**config.mk**
```make
export PLATFORM = sky130hd
export DESIGN_NAME = instr_fetch_sequencer
export DESIGN_NICKNAME = d
export VERILOG_FILES = /design/src/rtl/instr_fetch_sequencer.sv
export SDC_FILE = /design/constraint.sdc
export NUM_CORES = 1
export LEC_CHECK = 0
export BUFFER_PORTS_ARGS = -buffer_cell sky130_fd_sc_hd__clkbuf_2
export CORE_AREA = 2 2 154 156
export CTS_CLUSTER_DIAMETER = 80
export DETAILED_ROUTE_END_ITERATION = 16
export DIE_AREA = 0 0 156 158
export PLACE_DENSITY = 0.74
export SLEW_MARGIN = 20
export SYNTH_ARGS = -nofsm -noshare
export SYNTH_HDL_FRONTEND = slang
export SYNTH_SLANG_ARGS = --single-unit
```
**constraint.sdc**
```tcl
create_clock -name clk_i -period 10.6 [get_ports clk_i]
set_clock_uncertainty 0.05 [all_clocks]
set_input_delay 0.53 -clock clk_i [delete_from_list [all_inputs] [get_ports clk_i]]
set_output_delay 0.53 -clock clk_i [all_outputs]
set_load 0.005 [all_outputs]
```
**src/rtl/instr_fetch_sequencer.sv**
```systemverilog
// Instruction fetch sequencer: fetches a 128-bit line from instruction memory after a fixed
// settle window, then issues its four words to decode over valid/ready, with branch redirect.
module instr_fetch_sequencer #(
    parameter int                ADDR_W      = 32,
    parameter logic [ADDR_W-1:0] RESET_PC    = '0,
    parameter int                WAIT_CYCLES = 7
) (
    input  logic              clk_i,
    input  logic              rst_i,
    input  logic              fetch_en_i,
    output logic [ADDR_W-1:0] mem_addr_o,
    input  logic [127:0]      mem_line_i,
    output logic [31:0]       instr_o,
    output logic [ADDR_W-1:0] instr_pc_o,
    output logic              instr_valid_o,
    input  logic              instr_ready_i,
    input  logic              redirect_valid_i,
    input  logic [ADDR_W-1:0] redirect_pc_i,
    output logic              fetching_o
);

    localparam int CNT_W = $clog2(WAIT_CYCLES + 1);

    localparam logic [1:0] ST_IDLE    = 2'd0;
    localparam logic [1:0] ST_FETCH   = 2'd1;
    localparam logic [1:0] ST_DELIVER = 2'd2;

    localparam logic [ADDR_W-1:0] WORD_MASK = ~(ADDR_W'(3));
    localparam logic [ADDR_W-5:0] LINE_ONE  = (ADDR_W-4)'(1);

    logic [1:0]        state_q,       state_d;
    logic [ADDR_W-1:0] pc_q,          pc_d;
    logic [CNT_W-1:0]  wait_cnt_q,    wait_cnt_d;
    logic [127:0]      buf_q,         buf_d;
    logic [1:0]        slot_q,        slot_d;
    logic [31:0]       instr_q,       instr_d;
    logic [ADDR_W-1:0] instr_pc_q,    instr_pc_d;
    logic              instr_valid_q, instr_valid_d;
    logic              fetching_q,    fetching_d;
    logic              transfer_s;

    function automatic logic [31:0] line_word(input logic [127:0] line, input logic [1:0] idx);
        logic [31:0] w;
        case (idx)
            2'd0:    w = line[31:0];
            2'd1:    w = line[63:32];
            2'd2:    w = line[95:64];
            2'd3:    w = line[127:96];
            default: w = 32'h0000_0000;
        endcase
        return w;
    endfunction

    assign transfer_s = instr_valid_q & instr_ready_i;

    // Next-state: redirect overrides everything; a same-edge transfer needs no extra work.
    always_comb begin
        state_d       = state_q;
        pc_d          = pc_q;
        wait_cnt_d    = wait_cnt_q;
        buf_d         = buf_q;
        slot_d        = slot_q;
        instr_d       = instr_q;
        instr_pc_d    = instr_pc_q;
        instr_valid_d = instr_valid_q;
        if (redirect_valid_i) begin
            pc_d          = redirect_pc_i & WORD_MASK;
            instr_valid_d = 1'b0;
            wait_cnt_d    = '0;
            state_d       = fetch_en_i ? ST_FETCH : ST_IDLE;
        end else begin
            case (state_q)
                ST_IDLE: begin
                    if (fetch_en_i) begin
                        state_d    = ST_FETCH;
                        wait_cnt_d = '0;
                    end else begin
                        state_d = ST_IDLE;
                    end
                end
                ST_FETCH: begin
                    if (wait_cnt_q == CNT_W'(WAIT_CYCLES - 1)) begin
                        buf_d         = mem_line_i;
                        slot_d        = pc_q[3:2];
                        instr_d       = line_word(mem_line_i, pc_q[3:2]);
                        instr_pc_d    = pc_q;
                        instr_valid_d = 1'b1;
                        state_d       = ST_DELIVER;
                    end else begin
                        wait_cnt_d = wait_cnt_q + CNT_W'(1);
                    end
                end
                ST_DELIVER: begin
                    if (!transfer_s) begin
                        state_d = ST_DELIVER;
                    end else if (slot_q != 2'd3) begin
                        slot_d     = slot_q + 2'd1;
                        instr_d    = line_word(buf_q, slot_q + 2'd1);
                        instr_pc_d = {pc_q[ADDR_W-1:4], slot_q + 2'd1, pc_q[1:0]};
                    end else begin
                        pc_d          = {pc_q[ADDR_W-1:4] + LINE_ONE, 4'b0000};
                        instr_valid_d = 1'b0;
                        wait_cnt_d    = '0;
                        state_d       = fetch_en_i ? ST_FETCH : ST_IDLE;
                    end
                end
                default: begin
                    state_d       = ST_IDLE;
                    instr_valid_d = 1'b0;
                end
            endcase
        end
        fetching_d = (state_d == ST_FETCH);
    end

    // State and output registers.
    always_ff @(posedge clk_i or posedge rst_i) begin
        if (rst_i) begin
            state_q       <= ST_IDLE;
            pc_q          <= RESET_PC & WORD_MASK;
            wait_cnt_q    <= '0;
            buf_q         <= 128'd0;
            slot_q        <= 2'd0;
            instr_q       <= 32'd0;
            instr_pc_q    <= '0;
            instr_valid_q <= 1'b0;
            fetching_q    <= 1'b0;
        end else begin
            state_q       <= state_d;
            pc_q          <= pc_d;
            wait_cnt_q    <= wait_cnt_d;
            buf_q         <= buf_d;
            slot_q        <= slot_d;
            instr_q       <= instr_d;
            instr_pc_q    <= instr_pc_d;
            instr_valid_q <= instr_valid_d;
            fetching_q    <= fetching_d;
        end
    end

    assign mem_addr_o    = {pc_q[ADDR_W-1:4], 4'b0000};
    assign instr_o       = instr_q;
    assign instr_pc_o    = instr_pc_q;
    assign instr_valid_o = instr_valid_q;
    assign fetching_o    = fetching_q;

endmodule

```
# Word-level counts from Yosys, hierarchy flattened
# Index checks and enable logic that the tools add are counted.
[totals]
regBits = 233
inputBits = 165
out_inout_bits = 98
wordCells = 82
[op_classes]
n_eq_ne = 21
muxes = 35
addsub = 3
bitwise_logic = 2
n_reduce_logical = 12
[op_table]
columns = ["op", "n"]
rows = [
  ["32-bit 2-to-1 mux", 10],
  ["32-bit one-hot mux with 4 select lines", 2],
  ["32-bit one-hot mux with 2 select lines", 2],
  ["28-bit by 1-bit adder with 28-bit output (second input constant)", 1],
  ["3-bit 2-to-1 mux", 5],
  ["3-bit != test (second input constant)", 5],
  ["2-bit 2-to-1 mux", 7],
  ["2-bit != test (second input constant)", 6],
  ["2-bit equality test (second input constant)", 5],
  ["5-bit AND reduction", 2],
  ["3-bit one-hot mux with 3 select lines", 1],
  ["2-bit by 1-bit equality test with 1-bit output (second input constant)", 4],
  ["2-bit logical NOT", 3],
  ["2-bit one-hot mux with 3 select lines", 1],
  ["3-bit AND reduction", 2],
  ["2-bit nonzero test", 3],
  ["1-bit 2-to-1 mux", 5],
  ["2-bit one-hot mux with 2 select lines", 1],
  ["4-bit AND reduction", 1],
  ["4-bit nonzero test", 1],
  ["3-bit by 1-bit adder with 3-bit output (second input constant)", 1],
  ["3-bit equality test (second input constant)", 1],
  ["1-bit one-hot mux with 3 select lines", 1],
  ["2-bit by 1-bit adder with 2-bit output (second input constant)", 1],
  ["2 further kinds", 2],
]

# Logic depth before layout (Yosys ltp)
# Gate-level depths: netlist of run 1.
[depth]
word_depth = 6
mapped_depth = 8

# Least setup slack after synthesis of run 1
# Ideal clock, no wire load.
[synth_timing]
kind = "register -> register"
start = "register, netlist name instr_pc_o[3]"
end = "register pc_q[21]"
stages_incl_launch_ff = 8
setup_time_ns = 0.082
synth_period_minus_slack_ns = 2.200
path_slack_ns = 8.400
arrival_ns = 2.068
cell_sequence = "dfrtp_1 > ha_1 > buf_2 > nand4_1 > or4_1 > clkbuf_2 > or4_1 > a31oi_1"
[synth_rtl]
columns = ["element", "line", "source"]
rows = [
  ["end signal, assigned", "120", "pc_q <= RESET_PC & WORD_MASK;"],
  ["end signal, assigned", "130", "pc_q <= pc_d;"],
  ["end, declared", "32", "logic [ADDR_W-1:0] pc_q, pc_d;"],
]

# Final worst setup path of run 1
[layout_timing]
start = "register wait_cnt_q[0]"
end = "register buf_q[31]"
[layout_between]
elab_chain_len = 2
[layout_lines]
columns = ["element", "line", "source"]
rows = [
  ["start, declared", "33", "logic [CNT_W-1:0] wait_cnt_q, wait_cnt_d;"],
  ["start signal, assigned", "131", "wait_cnt_q <= wait_cnt_d;"],
  ["3-bit equality test", "82", "if (wait_cnt_q == CNT_W'(WAIT_CYCLES - 1)) begin"],
  ["3-bit AND reduction (no source line)", "--", ""],
  ["end signal, assigned", "132", "buf_q <= buf_d;"],
  ["end, declared", "34", "logic [127:0] buf_q, buf_d;"],
]
# No other way between the ends.
# A chain may end at the register's enable or synchronous reset.

==> qor.csv, run 1 <==
metric;value;unit
Max-slew headroom;28.68;%
largest family of logic cells by synthesized area;simple AND/OR/NAND/NOR gates;
sequential cell area;5683;um^2
Final setup viols;0;
Max Fanout on Critical Path;85;
Fill cells;1999;
CTS Sinks;227;
initial DRC count;557;
fin area;13400;um^2
I/O pin cnt;263;
via count;9456;
area of the multi-input gates;4865;um^2
CTS Root Cell;clkbuf_16;
Starting Density;49.34;%
GRT Residual Overflow;0;
Pins Over Slew Limit;0;
CP max stage cell;buf_4;
Arr. time, crit path;3240;ps
mux share of post-synthesis cell area;12.00;%
Post-DP Area;12560;um^2
Synth Area in Adders;0.7701;%
Syn Inst Count;1195;
synthesis-stage register bit count;227;
Critical Path End Type;register;
NumNets Final;1549;
DRC viols;0;
WL final;29.93;mm
synthesis-to-finish area growth;17.82;%
Power Total;2.087;mW
PortBufs;254;
Routed Antenna Nets;0;
Hold Path Class;in2async;
Via density;5.602;
CTS tree;yes;
Worst-Margin Slew;1070;ps
die width;156;um
EDFF count, synth;0;
area leader, netlist;dfrtp_1;
initial antenna violation count;5;
Die H;158;um
Avg WL per Cell;17.73;um
FP Rows;56;
Final Hold Viols;0;
Detail Placement HPWL;18.77;mm
Synth top cells by count;355 x nand2_1, 227 x dfrtp_1, 71 x inv_1;
Worst EP required;10920;ps
dpl ws;7367;ps
count leader, synth;nand2_1;
post-placement cell count;1639;
CP cell instances;inv_1 -> ha_1 -> nand2_1 -> nor3_2 -> buf_4 -> buf_4 -> o21ai_0;
number of global-route vias before repair;9150;
Setup TNS;0;ps
CP Launch Type;register;
max incr delay on CP;750;ps
clk_lat worst skew;540;ps
post-CTS setup buffer count;0;
Hold-fix buffers, CTS;0;
Num CTS Buffers;26;
most frequent CP cell;buf_4;
PostCTS Resize Cnt;0;
share of the synthesized area in the top cell type;49.94;%
share of cells above drive strength 1;27.24;%
die area;24650;um^2
Final min period;2916;ps
most common flop cell mapped by yosys;dfrtp_1;
deepest clock path buffer count;3;
Netlist cell types;49;
core box area;23050;um^2
Synth Warn #;0;
status;finished clean;
total track usage;24.30;%
syn avg cell area;9.517;um^2
drt first pass iters;5;
ys async rst share;100.0;%
slack of the critical path;7684;ps
PD cells;155.7;nW/um^2
area of the mapped netlist;11370;um^2
Lkg Pwr;6.855;nW
Synth Area in Simple Gates;16.46;%
CP Class;reg2reg;
largest net degree at the start of global routing;98;
sequential fraction of the synthesis area;49.94;%
Max Freq;0.3430;GHz
max-cap check violation count;0;
XOR/XNOR Fraction of Synth Area;0.6161;%
Tcrit/Tclk final;27.51;%
RSZ-0062 raised after global routing;false;
first-pass GRT wire length;48.00;mm
Max rail drop VDD;113.1;uV
H-tree Lvls;1;
gp weighted congestion;0.7968;
Synth area leaders;dfrtp_1 50%, nand2_1 12%, mux4_2 6.3%;
Synth Area in Compound Gates;12.46;%
non-filler cells, final;1688;
Clock transition at path regs;60;ps
==> layer usage <==
layer	wire, um	up-vias	global-route usage (%)
li1	-	4437	-
met4	705	2	5.985
met3	2024	51	4.927
met5	13	-	0
met2	14460	329	41.05
met1	12730	4637	32.40
==> power by group <==
| group | internal (mW) | switching [mW] | leakage, nW |
|---|---|---|---|
| clock | 0.505 | 0.363 | 0.408 |
| combinational | 0.116 | 0.136 | 3.64 |
| sequential | 0.923 | 0.0431 | 2.81 |
| total | 1.54 | 0.542 | 6.86 |
==> logic make-up (layout without fill, tap and decap cells) <==
group                    after synthesis  after routing
AO/OA/AOI/OAI                        226            226
XOR/XNOR                               8              8
adder cells (fa/ha/maj)                7              7
buffers and inverters                190            385
flip-flops                           227            227
multiplexers                          93             93
other                                  1              9
AND/OR/NAND/NOR                      443            443
==> cell usage in the layout (no fill, tap or decap), types with 11 or more instances in the layout <==
cell type,n
or4_1,16
nand3_1,12
mux4_2,32
a21oi_1,68
mux2_2,27
o31ai_1,11
nand4_1,13
o21ai_0,55
dfrtp_1,225
a221oi_1,32
mux2i_1,34
a22oi_1,33
nand2_1,354
inv_1,70
clkbuf_16,26
buf_4,13
clkbuf_2,254
a31oi_1,16
nor2_1,18
==> stage by stage <==
step / hold WS [ps] / util (%)
2_1_floorplan: 396.0 / -
6_report: 72.90 / 58.13
5_1_grt: 111.8 / 58.11
4_1_cts: 95.41 / 58.10
3_5_place_dp: 412.3 / 54.47
3_3_place_gp: 408.3 / 54.47
==> flip-flops by register name (all words and copies together) (netlist names) <==
register,count
instr_o,32
wait_cnt_q,3
pc_q,30
slot_q,1
buf_q,128
instr_valid_o,1
fetching_o,1
instr_pc_o,29
state_q,2
==> layout make-up <==
| class | count | share of cell area, % |
|---|---|---|
| clock inverters | 9 | 0.4762 |
| repair buffers | 267 | 10.21 |
| well taps | 290 | 2.708 |
| multi-input cells | 783 | 36.30 |
| inverters | 72 | 2.073 |
| flip-flops and latches | 227 | 42.41 |
| diodes | 3 | 0.05602 |
| clock buffers | 37 | 5.761 |
==> worst paths after layout <==
path                                       from              to  slack (ps)  depth (start not counted)
worst min register to register        buf_q[65]       buf_q[65]         430                          2
worst min-delay path                      rst_i  instr_pc_o[27]          70                          2
max in group asynchronous                 rst_i         pc_q[2]        8930                          3
worst max register to register    wait_cnt_q[0]       buf_q[31]        7680                          7
worst max-delay path              wait_cnt_q[0]       buf_q[31]        7680                          7
min in group clk_i              mem_line_i[103]      buf_q[103]         140                          3
==> critical path: cells and delay by family, from the launching register on <==
kind                     cells  cell delay, ps
buffers and inverters        3            1440
adder cells (fa/ha/maj)      1             260
AO/OA/AOI/OAI                1             200
AND/OR/NAND/NOR              2             350
flip-flops                   1             410
No activity file was read; power rests on OpenSTA's default activity.
==> run 2: changes to the inputs <==
--- a/config.mk
+++ b/config.mk
@@ -6,11 +6,11 @@
 export NUM_CORES = 1
 export LEC_CHECK = 0
 export BUFFER_PORTS_ARGS = -buffer_cell sky130_fd_sc_hd__clkbuf_2
-export CORE_AREA = 2 2 154 156
+export CORE_AREA = 2 2 156 158
 export CTS_CLUSTER_DIAMETER = 80
 export DETAILED_ROUTE_END_ITERATION = 16
-export DIE_AREA = 0 0 156 158
-export PLACE_DENSITY = 0.74
+export DIE_AREA = 0 0 158 160
+export PLACE_DENSITY = 0.76
 export SLEW_MARGIN = 20
 export SYNTH_ARGS = -nofsm -noshare
 export SYNTH_HDL_FRONTEND = slang
==> constraint.sdc (replaced) <==
create_clock -name clk_i -period 2.5 [get_ports clk_i]
set_clock_uncertainty 0.05 [all_clocks]
set_input_delay 0.125 -clock clk_i [delete_from_list [all_inputs] [get_ports clk_i]]
set_output_delay 0.125 -clock clk_i [all_outputs]
set_load 0.005 [all_outputs]
==> run 2 against run 1 <==
Worst hold slack improved by 32 ps; combinational power rose to 5.2 times the previous value; non-clock buffer count rose by 173.
==> qor.csv, run 2 (synthesis results as in run 1) <==
metric;value;unit;change
via count;10570;;+12%
WHS Path Cells;5;;
Arr. time, crit path;2730;ps;-510 ps
CTS Sinks;227;;unchanged
Psw;2.343;mW;+330%
DRC viols;0;;unchanged
Clk pwr share;40.8;%;-0.8 points
Avg WL per Cell;18.29;um;+3.1%
commonest non-fill, non-tap cells in the layout;354 x nand2_1, 254 x clkbuf_2, 225 x dfrtp_1;;
Hold Path Sink;pc_q[14];;
Net Sw Frac;25.49;%;-0.51 points
Clock transition at path regs;60;ps;about the same
Max Freq;0.4257;GHz;+24%
Max-slew headroom;46.65;%;+18 points
PD cells;602.2;nW/um^2;+290%
share of cells above drive strength 1;24.68;%;-2.6 points
I/O pin cnt;263;;unchanged
Final Hold Viols;0;;unchanged
Hold Path Class;in2reg;;
status;finished clean;;
drt first pass iters;5;;unchanged
Routed Antenna Nets;0;;unchanged
CP max stage cell;or4_1;;
number of global-route vias before repair;10900;;+19%
CP startpoint;instr_pc_o[3];;
max incr delay on CP;530;ps;-220 ps
R2R depth;6;;-1
Worst-Margin Slew;800.2;ps;-269.6 ps
CP Class;reg2reg;;
Layout Utilization;64.08;%;+5.9 points
initial antenna violation count;2;;-3
synthesis-to-finish area growth;34.20;%;
CTS tree;yes;;
die width;158;um;+1.3%
CTS Root Cell;clkbuf_16;;
first-pass GRT wire length;55.14;mm;+15%
Critical Path End Type;register;;
Detail Placement HPWL;19.60;mm;+4.4%
gp weighted congestion;0.8316;;+4.4%
Comb power frac;14.4;%;+2.3 points
Worst EP required;2890;ps;-8030 ps
Die H;160;um;+1.3%
Pins Over Slew Limit;0;;unchanged
Starting Density;47.75;%;-1.6 points
Max rail drop VDD;427.0;uV;+280%
Final setup viols;0;;unchanged
max FFs per register;128;;unchanged
core box area;23820;um^2;+3.3%
H-tree Lvls;1;;unchanged
Power Total;9.192;mW;+340%
HP Start;instr_ready_i;;
RSZ-0062 raised after global routing;false;;
clk_lat worst skew;520;ps;-20 ps
CP cell instances;ha_4 -> nand4_1 -> or4_1 -> buf_4 -> or4_1 -> a31oi_1;;
WL final;34.64;mm;+16%
Crit Reg-Reg Endpoint;pc_q[29];;
largest net degree at the start of global routing;147;;+50%
Max Fanout on Critical Path;17;;-80%
Lkg Pwr;7.622;nW;+11%
CP Launch Type;register;;
r2r startpoint;instr_pc_o[3];;
Pint;6.849;mW;+340%
r2r setup slk;150;ps;-7530 ps
deepest clock path buffer count;3;;unchanged
NumNets Final;1721;;+11%
most frequent CP cell;or4_1;;
Num CTS Buffers;25;;-3.8%
die area;25280;um^2;+2.6%
Flop pwr share;44.8;%;-1.5 points
most common cell after layout, fill and taps aside;nand2_1;;
Tcrit/Tclk final;93.96;%;+66 points
FP Rows;57;;+1.8%
Final min period;2349;ps;-566.9 ps
GRT Residual Overflow;0;;unchanged
most flop-heavy register;buf_q;;
Via density;5.582;;-0.35%
initial DRC count;1018;;+83%
total track usage;27.33;%;+3.0 points
PortBufs;254;;unchanged
max-cap check violation count;0;;unchanged
run 2: cell count changes in the layout (fill, tap and decap cells not counted), sizes merged:
cell         previous run  this run
dlygate4sd3             0       161
buf                    13        25
clkbuf                291       295
clkinv                  7         3
bufinv                  0         2
clkinvlp                3         1
diode                   3         2
run 2: power by group through the flow:
stage	clock network [mW]	logic, mW	registers [mW]
floorplan	0	0.708	4.11
global placement	0	1.06	4.16
detailed placement	0	1.08	4.17
CTS	3.83	1.29	4.11
global route	3.97	1.45	4.15
finish	3.75	1.32	4.12
run 2: worst max-delay path by stage:
stage | slack (ps) | endpoint | cells past startpoint
global placement | 140 | pc_q[30] | 5
finish | 150 | pc_q[29] | 6
floorplan | -640 | buf_q[0] | 1
detailed placement | 100 | pc_q[30] | 5
global route | 10 | pc_q[27] | 6
CTS | 80 | pc_q[30] | 5
run 2: cell type report:
cell class | instances | area (um^2)
flip-flops and latches | 227 | 5683
multi-input cells | 783 | 4878
fillers | 1818 | 8557
clock inverters | 5 | 78.83
diodes | 2 | 5.005
repair buffers | 440 | 3183
well taps | 324 | 405.4
clock buffers | 41 | 755.7
inverters | 72 | 274.0
run 2: worst max-delay path, delay by kind of cell, from the launching register on:
kind | cells | cell delay [ps]
AO/OA/AOI/OAI | 1 | 170
adder cells (fa/ha/maj) | 1 | 210
buffers and inverters | 1 | 210
flip-flops | 1 | 450
AND/OR/NAND/NOR | 3 | 1170
run 2: routing by layer:
| metal | GRT usage, % | part of all wire, % |
|---|---|---|
| met2 | 45.87 | 49 |
| met3 | 5.156 | 8.0 |
| met5 | 0 | 0 |
| met1 | 33.63 | 38 |
| met4 | 13.80 | 5.0 |
run 2: metrics by stage:
| stage | setup TNS, ps | hold slack [ps] | instances | setup WS [ps] | cell area, um^2 |
|---|---|---|---|---|---|
| finish | 0 | 105.3 | 1894 | 151.0 | 15260 |
| global route | 0 | 140.6 | 1894 | 14.80 | 15260 |
| CTS | 0 | 90.69 | 1892 | 81.81 | 15240 |
| detailed placement | 0 | 269.5 | 1685 | 97.42 | 12800 |
| global placement | 0 | 276.0 | 1685 | 143.4 | 12800 |
| floorplan | -145510 | 180.4 | 1200 | -641.0 | 11400 |
run 2: what timing repair did:
action,CTS,global route
hold endpoints to repair,388,0
hold buffers,161,0
buffers inserted,0,0
gates resized for setup,0,2
endpoints found under the setup margin,0,9
